[src/rtl/pipe_stage_skid.sv]
// Handshaked pipeline-stage register with a 2-entry skid buffer, flush-to-bubble
// on the control field, and a saturating stall counter. State updates on the falling clock edge.
//
// state | meaning
// EMPTY | no beat held, out_valid=0, out_ctrl=CTRL_RST
// ONE   | head beat in main entry
// TWO   | head in main, next beat in skid, in_ready deasserted
module pipe_stage_skid #(
  parameter int                 DATA_W   = 160,
  parameter int                 CTRL_W   = 16,
  parameter logic [DATA_W-1:0]  DATA_RST = '0,
  parameter logic [CTRL_W-1:0]  CTRL_RST = '0,
  parameter int                 CNT_W    = 16
) (
  input  logic              clk,
  input  logic              reset,
  input  logic              flush,
  input  logic              clr_stats,
  input  logic              in_valid,
  output logic              in_ready,
  input  logic [DATA_W-1:0] in_data,
  input  logic [CTRL_W-1:0] in_ctrl,
  output logic              out_valid,
  input  logic              out_ready,
  output logic [DATA_W-1:0] out_data,
  output logic [CTRL_W-1:0] out_ctrl,
  output logic [1:0]        occupancy,
  output logic [CNT_W-1:0]  stall_cnt
);

  typedef enum logic [1:0] {
    EMPTY = 2'd0,
    ONE   = 2'd1,
    TWO   = 2'd2
  } state_t;

  localparam logic [CNT_W-1:0] CNT_MAX = '1;

  state_t            state;
  logic [DATA_W-1:0] main_data;
  logic [CTRL_W-1:0] main_ctrl;
  logic [DATA_W-1:0] skid_data;
  logic [CTRL_W-1:0] skid_ctrl;
  logic              rdy_r;
  logic              vld_r;
  logic [CNT_W-1:0]  cnt_r;
  logic              acc;
  logic              pop;

  assign acc = in_valid & rdy_r;
  assign pop = vld_r & out_ready;

  always_ff @(negedge clk or negedge reset) begin
    if (!reset) begin
      state     <= EMPTY;
      main_data <= DATA_RST;
      main_ctrl <= CTRL_RST;
      skid_data <= '0;
      skid_ctrl <= '0;
      rdy_r     <= 1'b1;
      vld_r     <= 1'b0;
      cnt_r     <= '0;
    end else begin
      // Clear beats a coincident increment; flush leaves the counter alone.
      if (clr_stats)
        cnt_r <= '0;
      else if (vld_r && !out_ready && cnt_r != CNT_MAX)
        cnt_r <= cnt_r + CNT_W'(1);

      if (flush) begin
        state     <= EMPTY;
        vld_r     <= 1'b0;
        main_ctrl <= CTRL_RST;
        rdy_r     <= 1'b1;
      end else begin
        case (state)
          EMPTY: begin
            if (acc) begin
              state     <= ONE;
              main_data <= in_data;
              main_ctrl <= in_ctrl;
              vld_r     <= 1'b1;
              rdy_r     <= 1'b1;
            end
          end
          ONE: begin
            if (acc && !pop) begin
              state     <= TWO;
              skid_data <= in_data;
              skid_ctrl <= in_ctrl;
              rdy_r     <= 1'b0;
            end else if (acc && pop) begin
              main_data <= in_data;
              main_ctrl <= in_ctrl;
            end else if (pop) begin
              state     <= EMPTY;
              vld_r     <= 1'b0;
              main_ctrl <= CTRL_RST;
              rdy_r     <= 1'b1;
            end
          end
          TWO: begin
            if (pop) begin
              state     <= ONE;
              main_data <= skid_data;
              main_ctrl <= skid_ctrl;
              rdy_r     <= 1'b1;
            end
          end
          default: begin
            state     <= EMPTY;
            vld_r     <= 1'b0;
            main_ctrl <= CTRL_RST;
            rdy_r     <= 1'b1;
          end
        endcase
      end
    end
  end

  assign in_ready  = rdy_r;
  assign out_valid = vld_r;
  assign out_data  = main_data;
  assign out_ctrl  = main_ctrl;
  assign occupancy = state;
  assign stall_cnt = cnt_r;

endmodule

[config.mk]
export PLATFORM = sky130hd
export DESIGN_NAME = pipe_stage_skid
export DESIGN_NICKNAME = d
export VERILOG_FILES = /design/src/rtl/pipe_stage_skid.sv
export SDC_FILE = /design/constraint.sdc
export NUM_CORES = 1
export LEC_CHECK = 0
export CORE_MARGIN = 4
export CORE_UTILIZATION = 35
export DETAILED_ROUTE_END_ITERATION = 10
export HOLD_SLACK_MARGIN = 0.12
export PLACE_DENSITY = 0.62
export SYNTH_ARGS = -nofsm -noshare
export SYNTH_HDL_FRONTEND = slang
export SYNTH_SLANG_ARGS = --single-unit
[constraint.sdc]
create_clock -name clk -period 2 [get_ports clk]
set_input_delay 0.5 -clock clk [delete_from_list [all_inputs] [get_ports clk]]
set_output_delay 0.5 -clock clk [all_outputs]
set_load 0.01 [all_outputs]
==> results of run 1 <==
==> layout by cell type, fill, tap and decap left out, drive strengths merged, types with 11 or more instances in the layout <==
cell,netlist,layout
mux2,503,503
nand2,12,12
clkbuf,21,77
clkdlybuf4s50,0,177
buf,44,548
dfrtn,371,371
a21oi,11,11
o2bb2ai,17,17
a22oi,16,16
nor2,15,15
==> logic make-up after synthesis <==
| logic type | after synthesis | share of synthesized area, % |
|---|---|---|
| compound gates | 69 | 2.99 |
| fa+ha+maj | 5 | 0.374 |
| buf+inv | 69 | 2.59 |
| flops | 372 | 55.7 |
| mux | 504 | 36.2 |
| simple gates | 65 | 2.16 |
==> stage by stage <==
stage	setup slack, ns	hold WS (ns)	setup TNS (ns)	cell area [µm²]
after detailed placement	-1.48	0.431	-598.78	23100
after global placement	-1.43	0.422	-589.56	23100
after CTS	-0.776	0.433	-259.21	25500
after global routing	-0.784	0.458	-282.53	27100
after floorplan	-0.760	0.413	-258.55	17100
final	-0.741	0.450	-267.61	27100
==> metal layers <==
metal,track usage [%],up-vias,routed length (µm)
met5,0,-,8
met4,5.42,2,1160
met3,4.47,84,2960
met2,31.0,286,25200
met1,23.6,6013,21700
li1,-,5390,-
==> cell usage after synthesis, drive strengths merged <==
master,n,area (µm²)
nand4,6,43.8
a31oi,2,12.5
mux2,503,6040
and4,2,17.5
or3,3,18.8
nor4,2,12.5
dfrtn,371,9280
nor2b,5,31.3
a22oi,16,120
a211oi,6,50.1
inv,4,15.0
mux2i,1,10.0
and2,3,18.8
nand2b,5,31.3
o31ai,3,22.5
clkbuf,21,78.8
a41o,1,10.0
nor4bb,1,10.0
o21bai,1,7.51
and3,1,6.26
nand3,3,15.0
dfstp,1,26.3
nor2,15,58.8
nand2,12,45.0
a21boi,2,15.0
or4,4,30.0
nor3,2,15.0
and2b,1,7.51
a221o,1,10.0
o2bb2ai,17,149
a21oi,11,55.1
ha,5,62.6
o21ai,9,48.8
buf,44,339
==> registers in the layout, summed over array words and instances, names as in the netlist <==
name       count
stall_cnt     16
skid_data    160
out_data     160
in_ready       1
occupancy      2
out_valid      1
skid_ctrl     16
out_ctrl      16
==> worst max-delay path by stage <==
| stage | start | endpoint | slack [ns] |
|---|---|---|---|
| floorplan | in_valid | skid_data[41] | -0.76 |
| global placement | out_ready | out_data[100] | -1.43 |
| detailed placement | out_ready | out_data[108] | -1.48 |
| CTS | in_ready | in_ready | -0.78 |
| global route | in_ready | in_ready | -0.78 |
| finish | in_ready | in_ready | -0.74 |
==> power groups by stage <==
stage / Sequential [µW] / Clock, µW / Combinational [µW]
6_report: 13800 / 7990 / 18900
5_1_grt: 14200 / 8510 / 20100
4_1_cts: 13600 / 8220 / 17000
3_5_place_dp: 13600 / 6.26 / 15400
3_3_place_gp: 13500 / 6.26 / 15100
2_1_floorplan: 13900 / 6.26 / 7350
==> repair_timing <==
item                                    4_1_cts  5_1_grt
pin swaps                                     5       43
gates resized for setup                     984      263
cloned                                       21       11
buffers inserted                             80       62
endpoints found under the setup margin      568      567
==> final cells by class <==
type                       instances  area (µm²)  area share, %
sequential                       372        9310           34.3
multi-input combinational        643        8100           29.9
timing repair buffer             736        7480           27.6
clock buffer                      66        1330           4.89
tap                              607         759           2.80
clock inverter                    11         111          0.411
inverter                           3        11.3         0.0415
antenna                            2        5.00         0.0185
==> flow_metrics.py, run 1 <==
metrics = {
    "clock_tree": {
        "clockRootBuffer": "clkbuf_16",
        "cts.htree.levels": 2,
        "tritoncts": "yes",
        "hold_buffers": 0,
        "clock-sinks": 372,
        "cts.clk_slew.worst_paths_ns": 0.04,
        "cts_buffer_depth": 3,
        "clk_latency_ns": 0.60,
        "cts_buffers": 43,
    },
    "routing": {
        "wl_mm": 51.0,
        "wl_per_cell_um": 20.9,
        "via_count": 11800,
        "ant_nets": 0,
        "vias_per_cell": 4.83,
        "drtPass1Iterations": 4,
        "drc": 0,
        "drt_iter0_markers": 501,
    },
    "yosys": {
        "syn_inst": 1084,
        "synth_area_um2": 16700,
        "ys_ff_latch": 372,
        "yosys_warnings": 0,
        "synth.avg_cell_area_um2": 15.4,
        "seq_area_frac_synth_pct": 55.7,
        "ys_types": 45,
        "syn_nets": 1271,
    },
    "power": {
        "switching_share_pct": 29.4,
        "pwr-share-seq_pct": 33.8,
        "total_power_uw": 40700,
        "combinationalPowerShare_pct": 46.5,
        "irDropWorstVdd_v": 0.000984,
        "p_int_uw": 28800,
        "leakagePower_uw": 0.0125,
        "switching_power_uw": 12000,
        "powerDensity_nw_per_um2": 1500,
        "clockPowerShare_pct": 19.6,
    },
    "timing": {
        "timing.final.ws_setup_ns": -0.741,
        "grt_setup_unrepaired": "true",
        "finalSetupViolCount": 566,
        "tightest_slew_ns": 0.601,
        "slew_viol_final": 0,
        "finalHoldViolations": 0,
        "max_slew_margin_pct": 59.9,
        "clock_skew_ns": 0.0585,
    },
    "placed_design": {
        "placed_cells": 2207,
        "place_congestion": 0.796,
        "numPortBuffers": 377,
        "post-dp-hpwl_mm": 32.4,
    },
    "hold_path": {
        "min_to": "skid_data[18]",
        "holdPathStages": 1,
        "min_path_type": "reg2reg",
        "hold_start": "skid_data[18]",
    },
    "setup_path": {
        "end_kind": "output port",
        "crit_buf_inv": 1,
        "cp_top_family": "flip-flops",
        "rrSetupSlack_ns": -0.45,
        "crit_chain": "buf_6",
        "cp_slowest_stage_delay_ns": 0.53,
        "r2r_cells": 11,
        "path_max_fanout": 2,
        "cp.depth": 1,
        "reg2reg_to": "out_data[108]",
        "crit_type": "reg2out",
        "r2r_start": "occupancy[1]",
        "critPathArrivalTime_ns": 2.24,
        "critPathLaunchType": "register",
        "critPathRequiredTime_ns": 1.50,
        "slowest_stage": "dfstp_2",
    },
    "final_layout": {
        "final_layout_size_suffix_gt1_share_pct": 65.3,
        "final_util_pct": 57.9,
        "syn_to_final_growth_pct": 62.1,
        "layout.cells.non_filler": 2440,
        "final_nets": 1987,
        "n_fill_cell": 3669,
    },
    "die": {
        "rows": 79,
        "coreArea_um2": 46900,
        "die_w_um": 227,
        "dieHeight_um": 227,
        "die-area_um2": 51300,
        "start_util_pct": 35.7,
        "pin_count": 378,
    },
    "global_route": {
        "antenna_found_initial": 2,
        "grt-ovfl-total": 0,
        "grt_pass1_vias": 12800,
        "grt_pass1_wl_mm": 74.0,
        "grtUsageTotal_pct": 18.4,
        "grt_max_degree": 40,
    },
    "status": {
        "status": "finished with violations",
        "violations": "negative setup slack",
    },
    "run": {
        "maxCapViolCount": 0,
    },
}
(Power assumes the default switching activity.)
==> run 2, diff against run 1 <==
--- a/config.mk
+++ b/config.mk
@@ -6,10 +6,10 @@
 export NUM_CORES = 1
 export LEC_CHECK = 0
 export CORE_MARGIN = 4
-export CORE_UTILIZATION = 35
+export CORE_UTILIZATION = 45
 export DETAILED_ROUTE_END_ITERATION = 10
 export HOLD_SLACK_MARGIN = 0.12
-export PLACE_DENSITY = 0.62
+export PLACE_DENSITY = 0.77
 export SYNTH_ARGS = -nofsm -noshare
 export SYNTH_HDL_FRONTEND = slang
 export SYNTH_SLANG_ARGS = --single-unit
==> run 2 against run 1 <==
Compared with the run above: the run still ends with negative setup slack left; die area is 21% lower; register-to-register slack better by 0.03 ns; utilization is 15 points higher; total power is 0.35% higher; final cell count is 6.4% lower; via count is 3.4% higher; clock skew is 0.0020 ns lower; critical path type unchanged; critical endpoint unchanged.
==> flow_metrics.py, run 2 (synthesis gave the netlist of run 1 again) <==
metrics = {
    "clock_tree": {
        "clock-sinks": 372,
        "cts_buffers": 42,
        "cts.clk_slew.worst_paths_ns": 0.05,
        "hold_buffers": 0,
        "tritoncts": "yes",
        "cts_buffer_depth": 3,
        "cts.htree.levels": 2,
        "clockRootBuffer": "clkbuf_16",
        "clk_latency_ns": 0.59,
    },
    "timing": {
        "grt_setup_unrepaired": "true",
        "slew_viol_final": 0,
        "timing.final.ws_setup_ns": -0.734,
        "tightest_slew_ns": 0.481,
        "finalHoldViolations": 0,
        "holdWs_ns": 0.438,
        "max_slew_margin_pct": 67.9,
        "clock_skew_ns": 0.0565,
        "finalSetupViolCount": 563,
    },
    "global_route": {
        "antenna_found_initial": 0,
        "grt-ovfl-total": 0,
        "grt_pass1_vias": 13000,
        "grt_max_degree": 34,
        "grt_pass1_wl_mm": 74.1,
        "grtUsageTotal_pct": 22.9,
    },
    "setup_path": {
        "end_kind": "output port",
        "r2r_start": "occupancy[1]",
        "rrSetupSlack_ns": -0.42,
        "path_max_fanout": 2,
        "cp_slowest_stage_delay_ns": 0.53,
        "critPathRequiredTime_ns": 1.50,
        "crit_chain": "buf_6",
        "crit_buf_inv": 1,
        "reg2reg_to": "out_data[107]",
        "critPathArrivalTime_ns": 2.23,
        "crit_type": "reg2out",
        "critPathLaunchType": "register",
        "r2r_cells": 11,
        "cp_top_family": "flip-flops",
        "slowest_stage": "dfstp_2",
    },
    "routing": {
        "wl_mm": 54.0,
        "via_count": 12200,
        "vias_per_cell": 5.33,
        "wl_per_cell_um": 23.6,
        "drtPass1Iterations": 4,
        "drc": 0,
        "drt_iter0_markers": 418,
        "ant_nets": 0,
    },
    "status": {
        "violations": "negative setup slack",
        "status": "finished with violations",
    },
    "final_layout": {
        "most-common-layout-cells": "dfrtn_1, mux2_4, buf_4",
        "syn_to_final_growth_pct": 60.1,
        "n_fill_cell": 2160,
        "final_util_pct": 73.1,
        "antenna_cells": 0,
        "final_layout_size_suffix_gt1_share_pct": 65.0,
        "final_nets": 1972,
        "layout_commonest_cell": "dfrtn_1",
    },
    "placed_design": {
        "post-dp-hpwl_mm": 31.1,
        "numPortBuffers": 377,
        "place_congestion": 0.841,
    },
    "power": {
        "powerDensity_nw_per_um2": 1530,
        "irDropWorstVdd_v": 0.000966,
        "leakagePower_uw": 0.0125,
    },
    "die": {
        "rows": 70,
        "die-area_um2": 40300,
        "die_w_um": 201,
        "dieHeight_um": 201,
        "start_util_pct": 45.7,
        "pin_count": 378,
        "coreArea_um2": 36600,
    },
    "hold_path": {
        "min_path_type": "reg2reg",
        "hold_start": "out_ctrl[9]",
        "min_to": "out_ctrl[9]",
        "holdPathStages": 1,
    },
    "run": {
        "maxCapViolCount": 0,
    },
}
-- run 2: power by group --
group,internal [µW],switching [µW],leakage (µW)
clock,4560,3190,0.000694
combinational,12400,6740,0.00736
sequential,11500,2460,0.00449
total,28500,12400,0.0125
-- run 2: through the flow --
step / TNS [ns] / total power, µW / instance area [µm²] / worst slack [ns] / std cells
2_1_floorplan: -258.55 / 21300 / 17100 / -0.760 / 1084
3_3_place_gp: -571.97 / 28200 / 22700 / -1.36 / 2042
3_5_place_dp: -581.91 / 28700 / 22700 / -1.41 / 2042
4_1_cts: -282.26 / 37700 / 24700 / -0.759 / 2210
5_1_grt: -283.46 / 42500 / 26800 / -0.770 / 2284
6_report: -269.13 / 40900 / 26800 / -0.734 / 2284
-- run 2: area by class of cell --
class	instances	area [µm²]	area share, %
Timing Repair Buffer	722	7310	27.3
Tap cell	468	586	2.19
Sequential cell	372	9310	34.8
Clock inverter	12	93.8	0.351
Clock buffer	64	1280	4.80
Multi-Input combinational cell	643	8160	30.5
Inverter	3	11.3	0.0421
-- run 2: repair_timing --
| action | in CTS | in global routing |
|---|---|---|
| pin swaps | 7 | 48 |
| endpoints found under the hold margin | 0 | 0 |
| endpoints found under the setup margin | 568 | 566 |
| cloned | 15 | 22 |
| gates resized for setup | 926 | 300 |
| setup buffers | 79 | 64 |
-- run 2: worst max-delay path by stage --
stage / startpoint / cells after the start / end / slack (ns)
floorplan: in_valid / 7 / skid_data[41] / -0.76
global placement: out_ready / 7 / out_data[37] / -1.36
detailed placement: out_ready / 7 / out_data[40] / -1.41
CTS: in_ready / 1 / in_ready / -0.76
global route: in_ready / 1 / in_ready / -0.77
finish: in_ready / 1 / in_ready / -0.73
-- run 2: metal layers --
layer	track usage, %	wire length, µm
met2	39.8	27500
met5	0	0
met1	28.4	22400
met4	6.66	1230
met3	5.77	2820
==> run 3, diff against run 2 <==
--- a/config.mk
+++ b/config.mk
@@ -10,6 +10,7 @@
 export DETAILED_ROUTE_END_ITERATION = 10
 export HOLD_SLACK_MARGIN = 0.12
 export PLACE_DENSITY = 0.77
+export SKIP_CTS_REPAIR_TIMING = 1
 export SYNTH_ARGS = -nofsm -noshare
 export SYNTH_HDL_FRONTEND = slang
 export SYNTH_SLANG_ARGS = --single-unit
==> run 3 against run 2 <==
Compared with the run above: the run still ends with negative setup slack left; clock-buffer cell count did not move; final cell count decreased by 2.3%; die area did not move; critical path depth is the same; global-route usage fell by 1.9 points; largest cell class unchanged.
==> flow_metrics.py, run 3 (synthesis gave the netlist of run 1 again) <==
metrics = {
    "global_route": {
        "grt_pass1_vias": 12300,
        "grt_max_degree": 34,
        "grt-ovfl-total": 0,
        "grtUsageTotal_pct": 21.0,
        "grt_pass1_wl_mm": 68.9,
        "antenna_found_initial": 0,
    },
    "routing": {
        "wl_per_cell_um": 21.9,
        "via_count": 11700,
        "ant_nets": 0,
        "wl_mm": 48.8,
        "vias_per_cell": 5.25,
        "drtPass1Iterations": 4,
        "drc": 0,
        "drt_iter0_markers": 463,
    },
    "die": {
        "start_util_pct": 45.7,
        "die_w_um": 201,
        "coreArea_um2": 36600,
        "dieHeight_um": 201,
        "pin_count": 378,
        "die-area_um2": 40300,
        "rows": 70,
    },
    "setup_path": {
        "r2r_cells": 9,
        "crit_buf_inv": 1,
        "crit_chain": "buf_6",
        "rrSetupSlack_ns": -0.38,
        "reg2reg_to": "out_data[58]",
        "cp.depth": 1,
        "slowest_stage": "dfstp_2",
        "cp_slowest_stage_delay_ns": 0.53,
        "critPathRequiredTime_ns": 1.50,
        "end_kind": "output port",
        "r2r_start": "occupancy[1]",
        "critPathLaunchType": "register",
        "crit_end": "in_ready",
        "critPathLaunch": "in_ready",
        "path_max_fanout": 2,
        "cp_top_family": "flip-flops",
        "critPathArrivalTime_ns": 2.23,
        "crit_type": "reg2out",
    },
    "hold_path": {
        "min_path_type": "reg2reg",
    },
    "final_layout": {
        "most-common-layout-cells": "dfrtn_1, mux2_2, buf_4",
        "antenna_cells": 0,
        "layout_commonest_cell": "dfrtn_1",
        "design_area_um2": 25300,
        "syn_to_final_growth_pct": 51.3,
        "final_nets": 1920,
        "layout.cells.non_filler": 2232,
        "final_layout_size_suffix_gt1_share_pct": 61.2,
    },
    "run": {
        "maxCapViolCount": 0,
    },
    "clock_tree": {
        "cts_buffer_depth": 3,
        "cts.clk_slew.worst_paths_ns": 0.04,
        "cts.htree.levels": 2,
        "cts_buffers": 42,
        "clk_latency_ns": 0.59,
        "clockRootBuffer": "clkbuf_16",
        "tritoncts": "yes",
        "clock-sinks": 372,
    },
    "timing": {
        "clock_skew_ns": 0.0607,
        "timing.final.ws_setup_ns": -0.734,
        "max_slew_margin_pct": 65.6,
        "finalHoldViolations": 0,
        "grt_setup_unrepaired": "true",
        "slew_viol_final": 0,
        "finalSetupViolCount": 563,
        "tightest_slew_ns": 0.515,
    },
    "status": {
        "status": "finished with violations",
        "violations": "negative setup slack",
    },
    "power": {
        "leakagePower_uw": 0.0118,
        "irDropWorstVdd_v": 0.000844,
        "powerDensity_nw_per_um2": 1510,
    },
    "placed_design": {
        "place_congestion": 0.841,
        "numPortBuffers": 377,
        "post_dp_cell_area_um2": 22700,
        "post-dp-hpwl_mm": 31.1,
        "placed_cells": 2042,
    },
}
==> run 3: how the worst min path moves through the flow <==
stage	start	endpoint	slack [ns]	cells after the start
floorplan	skid_data[26]	skid_data[26]	0.41	1
global placement	skid_data[38]	skid_data[38]	0.42	1
detailed placement	skid_data[31]	skid_data[31]	0.43	1
CTS	skid_data[39]	skid_data[39]	0.43	1
global route	skid_data[35]	skid_data[35]	0.44	1
finish	out_ctrl[9]	out_ctrl[9]	0.44	1
==> run 3: metrics by stage <==
| stage | total power, µW | hold WS [ns] | worst slack (ns) | setup TNS [ns] | utilization, % |
|---|---|---|---|---|---|
| after global placement | 28200 | 0.423 | -1.36 | -571.97 | 62.1 |
| after global routing | 39900 | 0.443 | -0.770 | -277.88 | 69.1 |
| after CTS | 36600 | 0.434 | -1.22 | -487.98 | 65.9 |
| after floorplan | 21300 | 0.413 | -0.760 | -258.55 | - |
| final | 38200 | 0.436 | -0.734 | -259.50 | 69.1 |
| after detailed placement | 28700 | 0.433 | -1.41 | -581.91 | 62.1 |
==> run 3: where the power goes <==
group,switching [µW],internal (µW)
sequential,2280,11500
combinational,6010,10700
clock,3120,4560
==> run 3: per-layer routing <==
layer | track usage (%) | wire length (µm)
met1 | 26.5 | 20400
met2 | 36.0 | 24900
met3 | 5.51 | 2580
met4 | 5.85 | 969
met5 | 0 | 0
==> run 3: layout make-up <==
class | instances | area, µm²
clock inverters | 12 | 93.8
flip-flops and latches | 372 | 9310
well taps | 468 | 586
inverters | 3 | 11.3
repair buffers | 670 | 6540
fillers | 2458 | 11300
multi-input cells | 643 | 7460
clock buffers | 64 | 1280
